## src/rtl/spi_ram_arbiter_pkg.sv

```systemverilog
// Shared definitions for the SPI/host RAM arbiter: SPI opcodes, FSM states,
// and requester IDs.
package spi_ram_pkg;

  localparam logic [1:0] OP_WR_ADDR = 2'b00;
  localparam logic [1:0] OP_WR_DATA = 2'b01;
  localparam logic [1:0] OP_RD_ADDR = 2'b10;
  localparam logic [1:0] OP_RD_DATA = 2'b11;

  typedef enum logic [1:0] {
    ARB     = 2'd0,
    ACCESS  = 2'd1,
    RD_WAIT = 2'd2
  } arb_state_e;

  typedef enum logic {
    SPI  = 1'b0,
    HOST = 1'b1
  } req_id_e;

endpackage

```

## src/rtl/spi_ram_arbiter_cmd_decoder.sv

```systemverilog
// Decodes 10-bit SPI words into address updates and a single-entry pending
// RAM op. Overrun is sticky until reset.
module spi_cmd_decoder
  import spi_ram_pkg::*;
#(
  parameter int ADDR_SIZE = 8,
  parameter int DATA_W    = 8
) (
  input  logic                 clk,
  input  logic                 rst,
  input  logic [9:0]           rx_data,
  input  logic                 rx_valid,
  input  logic                 pend_take,
  output logic                 pend_vld,
  output logic                 pend_we,
  output logic [ADDR_SIZE-1:0] pend_addr,
  output logic [DATA_W-1:0]    pend_wdata,
  output logic                 overrun
);

  logic [1:0]           op;
  logic [7:0]           pl;
  logic                 is_acc;
  logic                 slot_free;
  logic [ADDR_SIZE-1:0] wr_addr_q, rd_addr_q;
  logic                 pend_vld_q, pend_we_q, overrun_q;
  logic [ADDR_SIZE-1:0] pend_addr_q;
  logic [DATA_W-1:0]    pend_wdata_q;

  assign op        = rx_data[9:8];
  assign pl        = rx_data[7:0];
  assign is_acc    = rx_valid && (op == OP_WR_DATA || op == OP_RD_DATA);
  // A grant in this cycle empties the slot, so a new op can land at once.
  assign slot_free = !pend_vld_q || pend_take;

  always_ff @(posedge clk) begin
    if (rst) begin
      wr_addr_q    <= '0;
      rd_addr_q    <= '0;
      pend_vld_q   <= 1'b0;
      pend_we_q    <= 1'b0;
      pend_addr_q  <= '0;
      pend_wdata_q <= '0;
      overrun_q    <= 1'b0;
    end else begin
      if (pend_take) pend_vld_q <= 1'b0;
      if (rx_valid && op == OP_WR_ADDR) wr_addr_q <= ADDR_SIZE'(pl);
      if (rx_valid && op == OP_RD_ADDR) rd_addr_q <= ADDR_SIZE'(pl);
      if (is_acc) begin
        if (slot_free) begin
          pend_vld_q   <= 1'b1;
          pend_we_q    <= (op == OP_WR_DATA);
          pend_addr_q  <= (op == OP_WR_DATA) ? wr_addr_q : rd_addr_q;
          pend_wdata_q <= DATA_W'(pl);
        end else begin
          overrun_q <= 1'b1;
        end
      end
    end
  end

  assign pend_vld   = pend_vld_q;
  assign pend_we    = pend_we_q;
  assign pend_addr  = pend_addr_q;
  assign pend_wdata = pend_wdata_q;
  assign overrun    = overrun_q;

endmodule

```

## src/rtl/spi_ram_arbiter.sv

```systemverilog
// Round-robin arbiter sharing one single-port RAM between the SPI command
// stream and a host port; one access in flight, SPI read data held on tx.
module spi_ram_arbiter
  import spi_ram_pkg::*;
#(
  parameter int ADDR_SIZE = 8,
  parameter int DATA_W    = 8,
  parameter int TX_HOLD   = 9
) (
  input  logic                 clk,
  input  logic                 rst,
  input  logic [9:0]           rx_data,
  input  logic                 rx_valid,
  output logic [7:0]           tx_data,
  output logic                 tx_valid,
  output logic                 spi_overrun,
  input  logic                 host_req,
  input  logic                 host_we,
  input  logic [ADDR_SIZE-1:0] host_addr,
  input  logic [DATA_W-1:0]    host_wdata,
  output logic                 host_gnt,
  output logic                 host_rvalid,
  output logic [DATA_W-1:0]    host_rdata,
  output logic                 ram_en,
  output logic                 ram_we,
  output logic [ADDR_SIZE-1:0] ram_addr,
  output logic [DATA_W-1:0]    ram_wdata,
  input  logic [DATA_W-1:0]    ram_rdata
);

  localparam int HW = $clog2(TX_HOLD + 1);

  logic                 pend_vld, pend_we;
  logic [ADDR_SIZE-1:0] pend_addr;
  logic [DATA_W-1:0]    pend_wdata;
  logic                 gnt_spi, gnt_host;

  arb_state_e           state_q;
  req_id_e              last_q, owner_q;
  logic                 ram_en_q, ram_we_q;
  logic [ADDR_SIZE-1:0] ram_addr_q;
  logic [DATA_W-1:0]    ram_wdata_q;
  logic                 host_rvalid_q;
  logic [DATA_W-1:0]    host_rdata_q;
  logic [7:0]           tx_data_q;
  logic                 tx_valid_q;
  logic [HW-1:0]        hold_q;

  spi_cmd_decoder #(
    .ADDR_SIZE (ADDR_SIZE),
    .DATA_W    (DATA_W)
  ) u_dec (
    .clk        (clk),
    .rst        (rst),
    .rx_data    (rx_data),
    .rx_valid   (rx_valid),
    .pend_take  (gnt_spi),
    .pend_vld   (pend_vld),
    .pend_we    (pend_we),
    .pend_addr  (pend_addr),
    .pend_wdata (pend_wdata),
    .overrun    (spi_overrun)
  );

  // On a tie, the requester that did not win last time gets the RAM.
  always_comb begin
    gnt_spi  = 1'b0;
    gnt_host = 1'b0;
    if (!rst && state_q == ARB) begin
      if (pend_vld && host_req) begin
        if (last_q == HOST) gnt_spi  = 1'b1;
        else                gnt_host = 1'b1;
      end else if (pend_vld) begin
        gnt_spi = 1'b1;
      end else if (host_req) begin
        gnt_host = 1'b1;
      end
    end
  end

  always_ff @(posedge clk) begin
    if (rst) begin
      state_q       <= ARB;
      last_q        <= HOST;
      owner_q       <= SPI;
      ram_en_q      <= 1'b0;
      ram_we_q      <= 1'b0;
      ram_addr_q    <= '0;
      ram_wdata_q   <= '0;
      host_rvalid_q <= 1'b0;
      host_rdata_q  <= '0;
      tx_data_q     <= '0;
      tx_valid_q    <= 1'b0;
      hold_q        <= '0;
    end else begin
      host_rvalid_q <= 1'b0;
      if (tx_valid_q) begin
        if (hold_q == HW'(1)) begin
          tx_valid_q <= 1'b0;
          hold_q     <= '0;
        end else begin
          hold_q <= hold_q - HW'(1);
        end
      end
      case (state_q)
        ARB: begin
          if (gnt_spi) begin
            ram_en_q    <= 1'b1;
            ram_we_q    <= pend_we;
            ram_addr_q  <= pend_addr;
            ram_wdata_q <= pend_we ? pend_wdata : '0;
            owner_q     <= SPI;
            last_q      <= SPI;
            state_q     <= ACCESS;
          end else if (gnt_host) begin
            ram_en_q    <= 1'b1;
            ram_we_q    <= host_we;
            ram_addr_q  <= host_addr;
            ram_wdata_q <= host_we ? host_wdata : '0;
            owner_q     <= HOST;
            last_q      <= HOST;
            state_q     <= ACCESS;
          end
        end
        ACCESS: begin
          ram_en_q    <= 1'b0;
          ram_we_q    <= 1'b0;
          ram_addr_q  <= '0;
          ram_wdata_q <= '0;
          state_q     <= ram_we_q ? ARB : RD_WAIT;
        end
        RD_WAIT: begin
          // A fresh SPI result overrides the running hold countdown.
          if (owner_q == HOST) begin
            host_rdata_q  <= ram_rdata;
            host_rvalid_q <= 1'b1;
          end else begin
            tx_data_q  <= ram_rdata[7:0];
            tx_valid_q <= 1'b1;
            hold_q     <= HW'(TX_HOLD);
          end
          state_q <= ARB;
        end
        default: state_q <= ARB;
      endcase
    end
  end

  assign host_gnt    = gnt_host;
  assign host_rvalid = host_rvalid_q;
  assign host_rdata  = host_rdata_q;
  assign tx_data     = tx_data_q;
  assign tx_valid    = tx_valid_q;
  assign ram_en      = ram_en_q;
  assign ram_we      = ram_we_q;
  assign ram_addr    = ram_addr_q;
  assign ram_wdata   = ram_wdata_q;

endmodule
```

## config.mk

```make
export PLATFORM = sky130hd
export DESIGN_NAME = spi_ram_arbiter
export DESIGN_NICKNAME = d
export VERILOG_FILES = /design/src/rtl/spi_ram_arbiter_pkg.sv /design/src/rtl/spi_ram_arbiter_cmd_decoder.sv /design/src/rtl/spi_ram_arbiter.sv
export SDC_FILE = /design/constraint.sdc
export NUM_CORES = 1
export LEC_CHECK = 0
export CORE_MARGIN = 3
export CORE_UTILIZATION = 30
export DETAILED_ROUTE_END_ITERATION = 10
export MAX_ROUTING_LAYER = met4
export SLEW_MARGIN = 20
export SYNTH_ARGS = -nofsm -noshare
export SYNTH_HDL_FRONTEND = slang
export SYNTH_HIERARCHICAL = 1
export SYNTH_SLANG_ARGS = --single-unit
```

## constraint.sdc

```tcl
create_clock -name clk -period 3.6 [get_ports clk]
set_clock_uncertainty 0.1 [all_clocks]
set_input_delay 0.72 -clock clk [delete_from_list [all_inputs] [get_ports clk]]
set_output_delay 0.72 -clock clk [all_outputs]
set_load 0.01 [all_outputs]
```

== After elaboration in Yosys (flattened, before gate mapping) ==
Cells that the tools add are included.

* Eq/ne operators: 7
* Add/subtract/negate cells: 1
* Multiplexer cells: 41
* Bitwise operators: 3
* Reductions and logical operators: 20

{| class="wikitable"
|+ Operator list
! cell !! number
|-
| $mux 8 || 7
|-
| $pmux 8 s2 || 2
|-
| $mux 1 || 22
|-
| $mux 4 || 4
|-
| $reduce_and 2->1 || 6
|-
| $eq 2x2->1 const B || 3
|-
| $mux 2 || 3
|-
| $logic_and 1x1->1 || 5
|-
| $eq 2x1->1 const B || 2
|-
| $eq 4x1->1 const B || 1
|-
| $logic_not 2->1 || 2
|-
| $pmux 1 s2 || 2
|-
| $pmux 2 s2 || 1
|-
| $reduce_bool 2->1 || 2
|-
| $sub 4x1->4 const B || 1
|-
| $ne 3x2->1 const B || 1
|-
| $not 1->1 || 3
|-
| $logic_not 1->1 || 2
|-
| $logic_or 1x1->1 || 2
|-
| $reduce_or 2->1 || 1
|}

* Word-level logic and storage cells: 91
* Output and inout port bits: 38
* Register bits: 79

== Logic depth before layout (Yosys ltp) ==
Gate-level depths: netlist of the first run.

* Depth in word-level cells: 7
* Mapped depth: 10

== Hierarchy ==
The synthesis of the first run kept the hierarchy.

{| class="wikitable"
|+ Modules (own cells, without submodules)
! module !! sequential area each (um2) !! times used !! area an instance (um2) !! cells each
|-
| spi_ram_arbiter || 880.8 || 1 || 1835.5 || 191
|-
| spi_cmd_decoder || 700.7 || 1 || 1426.4 || 139
|}

== Least setup slack after synthesis of the first run ==
No wires, ideal clock.

* Kind: input to register
* From: input host_req
* To: register u_dec.pend_addr_q[3], in the netlist u_dec/pend_addr[3]
* Arrival time: 2.046 ns
* Slack: 1.374 ns
* Stages on the path: 10
* Cells stage by stage: and2b_1 > nand2b_1 > buf_4 > buf_6 > nor2_1 > nand2b_1 > buf_6 > clkbuf_8 > a21oi_1 > a211oi_2

* Word-level cells in the longest chain between the ends: 5

{| class="wikitable"
|+ Ends and longest elaborated chain
! element !! RTL line !! source
|-
| from (decl) || spi_ram_arbiter.sv:17 || <nowiki>input logic host_req,</nowiki>
|-
| $logic_and 1x1->1 || spi_ram_arbiter.sv:70 || <nowiki>if (pend_vld && host_req) begin</nowiki>
|-
| $mux 1 || spi_ram_arbiter.sv:70 ||
|-
| $mux 1 || spi_ram_arbiter.sv:69 || <nowiki>if (!rst && state_q == ARB) begin</nowiki>
|-
| net gnt_spi || spi_ram_arbiter.sv:36 || <nowiki>logic gnt_spi, gnt_host;</nowiki>
|-
| $logic_or 1x1->1 || spi_ram_arbiter_cmd_decoder.sv:34 || <nowiki>assign slot_free = !pend_vld_q || pend_take;</nowiki>
|-
| $reduce_and 2->1 (no source line) || n/a ||
|-
| to (signal assigned) || spi_ram_arbiter_cmd_decoder.sv:53 || <nowiki>pend_addr_q <= (op == OP_WR_DATA) ? wr_addr_q : rd_addr_q;</nowiki>
|-
| to (decl) || spi_ram_arbiter_cmd_decoder.sv:27 || <nowiki>logic [ADDR_SIZE-1:0] pend_addr_q;</nowiki>
|}

The timed path passes the listed nets, and every way through them passes these cells.
A chain may end at the register's enable or synchronous reset.

== Worst setup path in the final report of the first run ==
* From: input host_req
* To: output host_gnt

* Word-level cells in the longest chain between the ends: 4

{| class="wikitable"
|+ Ends and longest elaborated chain
! element !! RTL line !! source
|-
| $mux 1 || spi_ram_arbiter.sv:75 || <nowiki>end else if (host_req) begin</nowiki>
|-
| $mux 1 || spi_ram_arbiter.sv:73 || <nowiki>end else if (pend_vld) begin</nowiki>
|-
| $mux 1 (*) || spi_ram_arbiter.sv:70 ||
|-
| $mux 1 (*) || spi_ram_arbiter.sv:69 ||
|-
| to (decl) || spi_ram_arbiter.sv:21 || <nowiki>output logic host_gnt,</nowiki>
|}

Mark *: on every way between the ends. The rest lies on a longest branch, timed or not.

==> results.toml, run 1 <==
[sta]
clock.fmax_ghz = 0.358
setup_tns_ns = 0
setup_viol = 0
maxSlewViolCount = 0
finalHoldViolCount = 0
fin_crit_sh_pct = 77.5
slew_headroom_pct = 50.1
rsz0062_at_grt = "no"
tightestPinTransition_ns = 0.747
period_minus_slack_ns = 2.79

[final_layout]
fin_nets = 439
syn_to_final_growth_pct = 28.8
drive_gt1_share_pct = 7.20
antenna_cells = 0
fin_util_pct = 40.2
fillCellCount = 1074
stdcell_area_um2 = 4200

[global_route]
grt_pass1_vias = 2413
grt_usage_pct = 13.1
grt_overflow = 0
grt_max_degree = 63
grt_first_pass_wirelength_mm = 12.1
antenna_found_initial = 0

[worst_setup_path]
cp_slowest_stage_delay_ns = 0.55
cp_num_cells = 4
worstPathMaxFanout = 5
endpoint_kind = "output pin"
path_cells = "clkdlybuf4s50_1, nand2_1, nor2_1, clkdlybuf4s50_1"
r2r_end = "u_dec/pend_addr[7]"
crit_top_cell = "clkdlybuf4s50_1"
worstSetupPathType = "primary input to output pin"
crit_buf_inv = 2
reg2reg_slack_ns = 1.57
reg2reg_depth = 5
slowest_stage = "clkdlybuf4s50_1"
reg2reg_from = "state_q[0]"
worstPathRequired_ns = 2.78
cp_top_family = "buffers and inverters"
startpoint_type = "primary input"
worst_ep_arrival_time_ns = 1.97

[synth]
syn-instance-count = 330
ys_warn_count = 6
synth_nets = 371
synth-edff-count = 0
async_reset_ff_share_pct = 0
ys_types = 40
avgSynthCellArea_um2 = 9.88
ys.flop_type = "dfxtp_1"
ys_seq_area_share_pct = 48.5
ys_ff_latch = 79
syn_area_um2 = 3260

[placement]
dp_hpwl_mm = 5.53
place_area_um2 = 4010
port_buffers = 76
place_congestion = 0.728

[min_path]
hold_class = "flip-flop to flip-flop"
hold_depth = 1
hold_end = "state_q[1]"
holdCritStartpoint = "ram_we"

[clock_tree]
ctsHtreeMaxLevel = 3
clock-sinks = 79
clock_latency_ns = 0.34
cts-hold-fix-buffers = 0
clockBufferDepth = 2
tritoncts = "done"
clkSlewWorstSetupHoldPaths_ns = 0.07
numCtsBuffers = 9
cts_setup_buffers = 0
root_buffer = "clkbuf_8"
cts_resized = 0

[floorplan]
num_io_pins = 77
core-area_um2 = 10500
dieHeight_um = 110
start_util_pct = 31.2
dieArea_um2 = 12200
die_x_um = 110
num_rows = 37

[detailed_routing]
routed_via_density = 4.69
top_layer_used = "met4"
ant_nets = 0
drt_iter0_drc = 114
dr_total_vias = 2527
drt-total-wl_mm = 7.56
drt_pass1_iterations = 4
dr_wl_met3_um = 314
wl_met2_mm = 3.52
wl_met1_mm = 3.51
drc = 0
post_drt_wl_per_cell_um = 14.0

[pwr]
p_total_w = 0.00183
cellPowerDensity_nw_per_um2 = 435
vdd_drop_max_mv = 0.209
p_leak_nw = 1.67

[flow_run]
maxCapViolCount = 0

[status]
status = "finished, final reports clean"
[logic make-up after synthesis]
kind of cell	Yosys count	share of synthesized area, %
muxes	49	15.0
DFF	79	48.5
adders and majority gates	2	0.767
and+or+nand+nor	102	14.7
buffers and inverters	26	6.67
AOI/OAI and AO/OA	72	14.4
[report_power, final]
| group | internal, W | switching, W | leakage [nW] | total [W] |
|---|---|---|---|---|
| Clock | 0.000321 | 0.000318 | 0.0895 | 0.000639 |
| Combinational | 0.000127 | 0.000118 | 0.936 | 0.000245 |
| Sequential | 0.000916 | 0.0000292 | 0.644 | 0.000945 |
[worst max path at each step]
stage / from / endpoint / slack, ns
6_report: host_req / host_gnt / 0.81
5_1_grt: host_req / host_gnt / 0.74
4_1_cts: host_req / host_gnt / 0.79
3_5_place_dp: host_req / host_gnt / 0.79
3_3_place_gp: host_req / host_gnt / 0.82
2_1_floorplan: host_req / u_dec/pend_addr[3] / 1.37
[per-stage QoR]
stage / worst slack, ns / hold WS, ns / cells
floorplan: 1.37 / 0.354 / 330
global placement: 0.817 / 0.342 / 523
detailed placement: 0.792 / 0.346 / 523
CTS: 0.791 / 0.354 / 539
global route: 0.736 / 0.375 / 539
finish: 0.809 / 0.354 / 539
[Yosys cell counts, types with 2 or more instances]
library cell  count  share of area (%)
dfxtp_1          79                 48
nor3b_1           2               0.46
buf_6             7                2.4
nor2_1           34                3.9
nand2_1          37                4.3
a211oi_1          8                1.8
a22o_1            8                2.1
ha_1              2               0.77
buf_2             4               0.61
nand3b_1          2               0.46
o21ai_0          10                1.5
buf_4             4               0.92
mux2i_1          49                 15
inv_1             2               0.23
a21oi_1          32                4.9
nor3_1            4               0.61
clkbuf_1          4               0.46
clkbuf_8          3                1.3
o2bb2ai_1         9                2.4
nand3_1           8                1.2
nand2b_1          3               0.58
[cell type report]
type / instances / area (um2) / area share [%]
Multi-Input combinational cell: 225 / 1460 / 34.8
Inverter: 3 / 12.5 / 0.298
Timing Repair Buffer: 80 / 786 / 18.7
Clock inverter: 5 / 58.8 / 1.40
Sequential cell: 79 / 1580 / 37.6
Clock buffer: 11 / 131 / 3.13
Tap cell: 136 / 170 / 4.05
[placed cells by master, fill, tap and decap left out, types with 2 or more instances in the layout]
cell | Yosys | final
dfxtp_1 | 79 | 79
clkdlybuf4s50_1 | 0 | 75
mux2i_1 | 49 | 49
nand2_1 | 37 | 37
nor2_1 | 34 | 34
a21oi_1 | 32 | 32
o21ai_0 | 10 | 10
o2bb2ai_1 | 9 | 9
clkbuf_8 | 3 | 9
a22o_1 | 8 | 8
a211oi_1 | 8 | 8
nand3_1 | 8 | 8
nor3_1 | 4 | 4
buf_4 | 4 | 4
nand2b_1 | 3 | 3
inv_1 | 2 | 2
clkinv_2 | 1 | 2
nand3b_1 | 2 | 2
nor3b_1 | 2 | 2
ha_1 | 2 | 2
clkbuf_1 | 4 | 2
clkinvlp_4 | 0 | 2
[worst reg2reg max path, cell delays in order, from the launching register on]
cell and delay (ns):
dfxtp_1 0.37, or3_4 0.42, nor2_1 0.12, nand2b_1 0.54
a21oi_1 0.14, a211oi_1 0.25
[per-layer routing]
layer | vias to the layer above | track usage, %
li1 | 1288 | -
met1 | 1159 | 17.1
met2 | 61 | 19.5
met3 | 19 | 2.56
met4 | 0 | 6.07
met5 | - | -
[flip-flops by register name (all words and copies together), names as in the netlist, 2 cells and up]
| signal | count |
|---|---|
| u_dec/rd_addr_q | 8 |
| u_dec/wr_addr_q | 8 |
| ram_addr | 8 |
| ram_wdata | 8 |
| hold_q | 4 |
| u_dec/pend_wdata | 8 |
| host_rdata | 8 |
| tx_data | 8 |
| state_q | 2 |
| u_dec/pend_addr | 8 |
Note: power is estimated with default switching activity, not from simulation.
==> run 2, diff against run 1 <==
==> constraint.sdc (replaced) <==
create_clock -name clk -period 2.8 [get_ports clk]
set_clock_uncertainty 0.1 [all_clocks]
set_input_delay 0.56 -clock clk [delete_from_list [all_inputs] [get_ports clk]]
set_output_delay 0.56 -clock clk [all_outputs]
set_load 0.01 [all_outputs]
==> run 2 against run 1 <==
Critical path depth decreased by 1. Core utilization increased by 0.54 points. Combinational power increased by 30%. Hold slack about the same. Sequential share of layout area decreased by 0.50 points. Register-to-register slack got worse by 0.64 ns. Via count decreased by 0.28%. Total power increased by 36%. Clock-buffer cell count decreased by 1. Critical path type is now flip-flop to output pin. Critical endpoint unchanged. Largest cell class unchanged. Largest power group unchanged. Highest routed layer unchanged.
==> results.toml, run 2 (synthesized netlist as in run 1, its figures left out) <==
[status]
status = "finished, final reports clean"

[global_route]
antenna_found_initial = 0
grt_max_degree = 63
grt_overflow = 0
grt_pass1_vias = 2369
grt_first_pass_wirelength_mm = 12.2
grt_usage_pct = 13.4

[sta]
slew_headroom_pct = 51.6
clock.fmax_ghz = 0.403
rsz0062_at_grt = "no"
period_minus_slack_ns = 2.48
maxSlewViolCount = 0
finalHoldViolCount = 0
setup_viol = 0
fin_crit_sh_pct = 88.7
setup_tns_ns = 0
tightestPinTransition_ns = 0.725
fin_ws_ns = 0.316

[final_layout]
final_cell_mix = "dfxtp_1, clkdlybuf4s50_1, mux2i_1"
drive_gt1_share_pct = 8.15
fin_nets = 441
final_common_cell = "dfxtp_1"
syn_to_final_growth_pct = 30.6
antenna_cells = 0

[pwr]
vdd_drop_max_mv = 0.301
cellPowerDensity_nw_per_um2 = 585
p_leak_nw = 1.70

[worst_setup_path]
worstPathMaxFanout = 7
r2r_end = "u_dec/pend_addr[6]"
reg2reg_depth = 6
slowest_stage = "clkdlybuf4s50_1"
reg2reg_slack_ns = 0.93
worstPathRequired_ns = 2.14
setup.worst_path.start = "state_q[0]"
cp_slowest_stage_delay_ns = 0.55
startpoint_type = "flip-flop"
worstSetupPathType = "flip-flop to output pin"
reg2reg_from = "last_q"
endpoint_kind = "output pin"
path_cells = "or3_4, nor2_1, clkdlybuf4s50_1"
worst_ep_arrival_time_ns = 1.82

[detailed_routing]
drc = 0
ant_nets = 0
drt_iter0_drc = 169
dr_total_vias = 2520
post_drt_wl_per_cell_um = 14.1
drt-total-wl_mm = 7.62
routed_via_density = 4.66
drt_pass1_iterations = 4

[floorplan]
num_io_pins = 77
dieArea_um2 = 12200
num_rows = 37
die_x_um = 110
start_util_pct = 31.2
core-area_um2 = 10500
dieHeight_um = 110

[clock_tree]
cts_setup_buffers = 0
clock-sinks = 79
clockBufferDepth = 2
numCtsBuffers = 9
root_buffer = "clkbuf_8"
clkSlewWorstSetupHoldPaths_ns = 0.08
cts-hold-fix-buffers = 0
tritoncts = "done"
clock_latency_ns = 0.35
ctsHtreeMaxLevel = 3
cts_resized = 0

[min_path]
hold_class = "flip-flop to flip-flop"
hold_depth = 1
holdCritStartpoint = "ram_we"
hold_end = "state_q[1]"

[placement]
dp_slack_ns = 0.193
dp_hpwl_mm = 5.60
port_buffers = 76
place_congestion = 0.759

[flow_run]
maxCapViolCount = 0
## run 2: cell types whose count changed in the layout (fill, tap and decap cells not counted), sizes merged
| cell | before | now |
|---|---|---|
| bufinv | 1 | 2 |
| clkinv | 3 | 4 |
| clkbuf | 11 | 10 |
| clkinvlp | 2 | 1 |
| buf | 5 | 7 |
## run 2: power by group
group	internal (W)	switching [W]	total [W]
logic	0.000166	0.000153	0.000319
registers	0.00118	0.0000374	0.00122
clock network	0.000531	0.000427	0.000958
total	0.00187	0.000618	0.00249
## run 2: stage by stage
stage	instances	instance area [um2]	total power (W)	hold slack [ns]	utilization, %
final	541	4260	0.00249	0.354	40.7
after floorplan	330	3260	0.00143	0.354	-
after global placement	525	4030	0.00156	0.342	38.5
after detailed placement	525	4030	0.00156	0.340	38.5
after CTS	541	4260	0.00252	0.359	40.7
after global routing	541	4260	0.00261	0.383	40.7
## run 2: area by class of cell
class                   count  area (um2)
multi-input cells         225        1460
clock inverters             6        93.8
clock buffers              10         138
repair buffers             82         801
well taps                 136         170
fillers                  1072        6200
flip-flops and latches     79        1580
inverters                   3        12.5
## run 2: critical path: cells and delay by family, from the launching register on
| kind | cells | cell delay [ns] |
|---|---|---|
| DFF | 1 | 0.38 |
| buffers and inverters | 1 | 0.55 |
| and+or+nand+nor | 2 | 0.55 |
## run 2: how the worst max path moves through the flow
stage,slack (ns),end
3_3_place_gp,0.24,u_dec/pend_we
6_report,0.32,host_gnt
5_1_grt,0.26,host_gnt
3_5_place_dp,0.19,u_dec/pend_addr[6]
4_1_cts,0.30,host_gnt
2_1_floorplan,0.73,u_dec/pend_addr[3]
## run 2: metal layers
layer | vias to the layer above | GRT usage (%) | wire length, um | share of wire (%)
li1 | 1292 | - | - | -
met1 | 1156 | 17.5 | 3600 | 47
met2 | 55 | 19.9 | 3510 | 46
met3 | 17 | 2.56 | 310 | 4.1
met4 | 0 | 6.51 | 194 | 2.5
met5 | - | - | 0 | 0
==> run 3, diff against run 2 <==
--- a/config.mk
+++ b/config.mk
@@ -5,9 +5,11 @@
 export SDC_FILE = /design/constraint.sdc
 export NUM_CORES = 1
 export LEC_CHECK = 0
+export CAP_MARGIN = 20
 export CORE_MARGIN = 3
 export CORE_UTILIZATION = 30
 export DETAILED_ROUTE_END_ITERATION = 10
+export HOLD_SLACK_MARGIN = 0.05
 export MAX_ROUTING_LAYER = met4
 export SLEW_MARGIN = 20
 export SYNTH_ARGS = -nofsm -noshare
==> results of run 3 <==
Final layout, timing and power as in run 2 (identical DEF).
